`src/rtl/xoroshiro128plus_checker_pkg.sv`:
```
// Shared definitions for the xoroshiro128+ checker slice.
//   - xoro_state_t : the 128-bit generator state (s0, s1)
//   - xoro_step()  : one xoroshiro128+ state transition
//   - DEFAULT_SEED0/1 : seed pair the checker aligns to by default
//   - chk_state_t  : alignment state of the checker
package xoro_pkg;

    localparam logic [63:0] DEFAULT_SEED0 = 64'h1;
    localparam logic [63:0] DEFAULT_SEED1 = 64'h0;

    typedef struct packed {
        logic [63:0] s0;
        logic [63:0] s1;
    } xoro_state_t;

    typedef enum logic {
        SEARCH = 1'b0,
        LOCKED = 1'b1
    } chk_state_t;

    function automatic xoro_state_t xoro_step(input logic [63:0] s0, input logic [63:0] s1);
        xoro_state_t nxt;
        logic [63:0] sx;
        sx     = s0 ^ s1;
        nxt.s0 = {s0[8:0], s0[63:9]} ^ sx ^ (sx << 14);
        nxt.s1 = {sx[27:0], sx[63:28]};
        return nxt;
    endfunction

endpackage

```
`src/rtl/xoroshiro128plus_checker_gen_en.sv`:
```
// Local xoroshiro128+ generator with advance and reload controls.
//   clk    : clock, rising edge
//   res    : synchronous active-high reset, loads the seed
//   adv    : advance the state by one step
//   reload : load the seed (wins over adv)
//   e      : current expected word s0 + s1, combinational from the state
module xoro_gen_en
    import xoro_pkg::*;
#(
    parameter logic [63:0] SEED0 = DEFAULT_SEED0,
    parameter logic [63:0] SEED1 = DEFAULT_SEED1
) (
    input  logic        clk,
    input  logic        res,
    input  logic        adv,
    input  logic        reload,
    output logic [63:0] e
);

    xoro_state_t st;

    always_ff @(posedge clk) begin
        if (res || reload) begin
            st.s0 <= SEED0;
            st.s1 <= SEED1;
        end else if (adv) begin
            st <= xoro_step(st.s0, st.s1);
        end
    end

    assign e = st.s0 + st.s1;

endmodule

```
`config.mk`:
```
export PLATFORM = sky130hd
export DESIGN_NAME = xoro_gen_en
export DESIGN_NICKNAME = d
export VERILOG_FILES = /design/src/rtl/xoroshiro128plus_checker_pkg.sv /design/src/rtl/xoroshiro128plus_checker_gen_en.sv
export SDC_FILE = /design/constraint.sdc
export NUM_CORES = 1
export LEC_CHECK = 0
export ABC_AREA = 1
export CORE_ASPECT_RATIO = 0.8
export CORE_MARGIN = 4
export CORE_UTILIZATION = 40
export DETAILED_ROUTE_END_ITERATION = 6
export PLACE_DENSITY = 0.67
export SLEW_MARGIN = 5
export SYNTH_ARGS = -nofsm -noshare
export SYNTH_HDL_FRONTEND = slang
export SYNTH_SLANG_ARGS = --single-unit
export TNS_END_PERCENT = 10
```
`constraint.sdc`:
```
create_clock -name clk -period 4.3 [get_ports clk]
set_clock_uncertainty 0.1 [all_clocks]
set_input_delay 0.43 -clock clk [delete_from_list [all_inputs] [get_ports clk]]
set_output_delay 0.43 -clock clk [all_outputs]
set_load 0.03 [all_outputs]
```
==> impl_results.md <==
- Status: finished with violations
- Failing checks: design-rule violations
- Post-synth top area share: 22.34%
- Max-slew headroom: 40.12%
- Row cnt: 56
- Clock-pin slew on the worst setup and hold paths: 60 ps
- Hold/Removal Path Class: reg2reg
- Max FFs per register: 128
- Worst vdd ir: 199.7 µV
- Fin crit share: 94.68%
- DR vias: 12794
- Iteration-0 DRC Markers: 1489
- Vias in the first global route: 11501
- Post-Route WL: 47080 µm
- Chip Height: 161.8 µm
- Post-synth EDFFs: 0
- Critical Path AT: 3540 ps
- Post-Syn Instances: 2040
- Initial antenna violation count: 0
- Antenna Violating Nets Remaining: 0
- Worst R2R Start: st[81]
- CTS tree: yes
- Most frequent CP cell: nand2_1
- Register bit total from synthesis: 128
- CTS root buffer: clkbuf_16
- CP cell instances: ha_1, nand2_1, nor2_1, nand3_1, nand3_2, nand2_1, nand2_1, xor2_1, clkdlybuf4s50_1
- Pin count of the biggest net entering global routing: 95
- Drt pass-1 iters: 7
- Netlist cell types: 32
- Syn Nets: 2108
- Crit Path Max Fanout: 8
- Sink Count: 128
- Clock tree buffer depth: 2
- Worst Setup Slack, final: 228.8 ps
- Critical setup path kind: reg2out
- Sequential-to-total area share from yosys stat: 21.66%
- Critical Path Max Stage Delay: 750 ps
- Wire length per cell: 19.27 µm
- Hold_sp: st[48]
- Setup crit end kind: output port
- Worst Tran Pin Value: 896.1 ps
- Post-synth top area cell: nand2_1
- Util after Layout: 45.14%
- Share of layout cells above drive strength 1: 7.112%
- Critical Path RT: 3770 ps
- Commonest register cell after synthesis: dfxtp_1
- Die area: 32410 µm²
- Slew Viols, Final: 0
- Setup WS pre-CTS: 753.7 ps
- Final Wtd Congestion: 1.048
- Largest cells by area after synthesis: nand2_1, dfxtp_1, inv_1, ha_1, nor2_1
- Setup Viol. Count Final: 0
- Biggest regs: st (128)
- Final count of hold timing violations: 0
- I/O Pins: 68
- CTS HTree Levels: 4
- Unrepaired setup endpoints after global routing: no
- Async set-or-reset flop fraction in the synthesized netlist: 0%
- Syn avg cell area: 5.799 µm²
- Area Overhead vs Synth: 11.50%
- Hold_buf cts: 0
- CTS Buf Count: 17
- Port Buf Inserts: 67
- Mapped cell area: 11830 µm²
- Die width: 200.3 µm
- Setup Fix Bufs, Post-CTS: 0
- Layout fillers: 3114
- Overflow after GRT: 0
- Core Area: 29220 µm²
- P per Cell Area: 274.8 nW/µm²
- Yosys warns: 0
- Tmin final: 4071 ps
- Fin nets: 2122
- Reg-to-reg slack, setup: 2400 ps
- DP Wirelength: 38000 µm
- Post-DR vias/cell: 5.235
- Largest Register: st
- Starting Density: 40.49%
- CP startpoint: st[72]
- Fmax: 245.6 MHz
- Max-cap viol count: 0
- Inserted Diodes: 0
- Clk Latency, worst-skew pair: 440 ps
- All-layer global routing usage: 28.45%
- Final Hold Slack: 372.1 ps
- Global-route wire length before repair: 69880 µm
- PostCTS Resize Cnt: 0
- Final routed DRC violation total: 2
- Startpoint Class: flop
- P_leak: 0.007440 µW
- Setup TNS: 0 ps
- Critical Path Slowest Stage Cell: clkdlybuf4s50_1
## cells in the mapped netlist, types with 36 or more instances
cell      number
a21oi_1      105
buf_4         37
dfxtp_1      128
ha_1          63
inv_1        379
nand2_1      704
nand3_1       52
nor2_1       175
o21ai_0       72
o221ai_1      36
xnor2_1       50
xor2_1        57
## critical path, delay by kind of cell, from the launching register on
| family | cells | cell delay, ps |
|---|---|---|
| XOR/XNOR | 1 | 380 |
| flip-flops | 1 | 410 |
| AND/OR/NAND/NOR | 6 | 940 |
| buffers and inverters | 1 | 750 |
| adder cells (fa/ha/maj) | 1 | 620 |
## through the flow
| stage | cells | area (µm²) | total power (µW) |
|---|---|---|---|
| floorplan | 2040 | 11830 | 1831 |
| global placement | 2412 | 12610 | 2123 |
| detailed placement | 2412 | 12610 | 2130 |
| CTS | 2444 | 13190 | 3615 |
| global route | 2444 | 13190 | 3735 |
| finish | 2444 | 13190 | 3625 |
## cell families after synthesis
kind of cell	Yosys count	synth area share [%]
buf+inv	487	16.81
flops	128	21.66
simple gates	1034	36.17
fa+ha+maj	64	6.832
xor+xnor	107	7.922
compound gates	220	10.61
## metal layers
layer	GRT usage, %	wire [µm]	vias up
met5	0	0	-
li1	-	-	6195
met1	39.86	20800	5860
met3	6.088	4636	95
met2	43.52	19890	644
met4	10.01	1756	0
## cell usage in the layout, fill, tap and decap left out, types with 2 or more instances in the layout
| cell type | Yosys | layout |
|---|---|---|
| inv_1 | 379 | 379 |
| nand2_4 | 3 | 3 |
| nand3_2 | 7 | 7 |
| clkinv_4 | 0 | 4 |
| nand2_2 | 30 | 30 |
| xor2_1 | 57 | 57 |
| nor3_1 | 11 | 11 |
| o21ai_0 | 72 | 72 |
| clkbuf_16 | 0 | 17 |
| dfxtp_1 | 128 | 128 |
| clkbuf_1 | 27 | 2 |
| bufinv_16 | 0 | 2 |
| clkdlybuf4s50_1 | 0 | 66 |
| a21oi_1 | 105 | 105 |
| nor3_2 | 4 | 4 |
| buf_4 | 37 | 15 |
| clkinv_1 | 2 | 2 |
| nand4_1 | 12 | 12 |
| nor2_4 | 4 | 5 |
| o211ai_1 | 3 | 3 |
| clkinvlp_4 | 0 | 3 |
| o21bai_1 | 3 | 3 |
| o221ai_1 | 36 | 36 |
| ha_1 | 63 | 63 |
| clkinv_2 | 0 | 2 |
| nand3_1 | 52 | 52 |
| nor4_2 | 2 | 2 |
| xnor2_1 | 50 | 50 |
| nor2_2 | 29 | 29 |
| nor2_1 | 175 | 174 |
| inv_2 | 19 | 19 |
| nand2_1 | 704 | 704 |
## worst paths after layout
kind,to,cells past startpoint
min reg2reg,st[48],2
max reg2reg,st[81],6
min,st[48],2
max,e[18],9
## where the power goes
group | leakage (µW) | switching, µW | total (µW) | internal [µW]
registers | 0.00104 | 56.0 | 1290 | 1230
logic | 0.00612 | 564 | 835 | 271
clock network | 0.000277 | 628 | 1500 | 872
total | 0.00744 | 1250 | 3630 | 2380
## layout make-up
type	count	area [µm²]	area share, %
clock buffer	20	446.7	3.386
clock inverter	12	136.4	1.034
inverter	400	1501	11.38
multi-input combinational	1425	7287	55.25
sequential	128	2562	19.43
tap	377	471.7	3.576
timing repair buffer	82	784.5	5.948
Note: power is estimated with default switching activity, not from simulation.
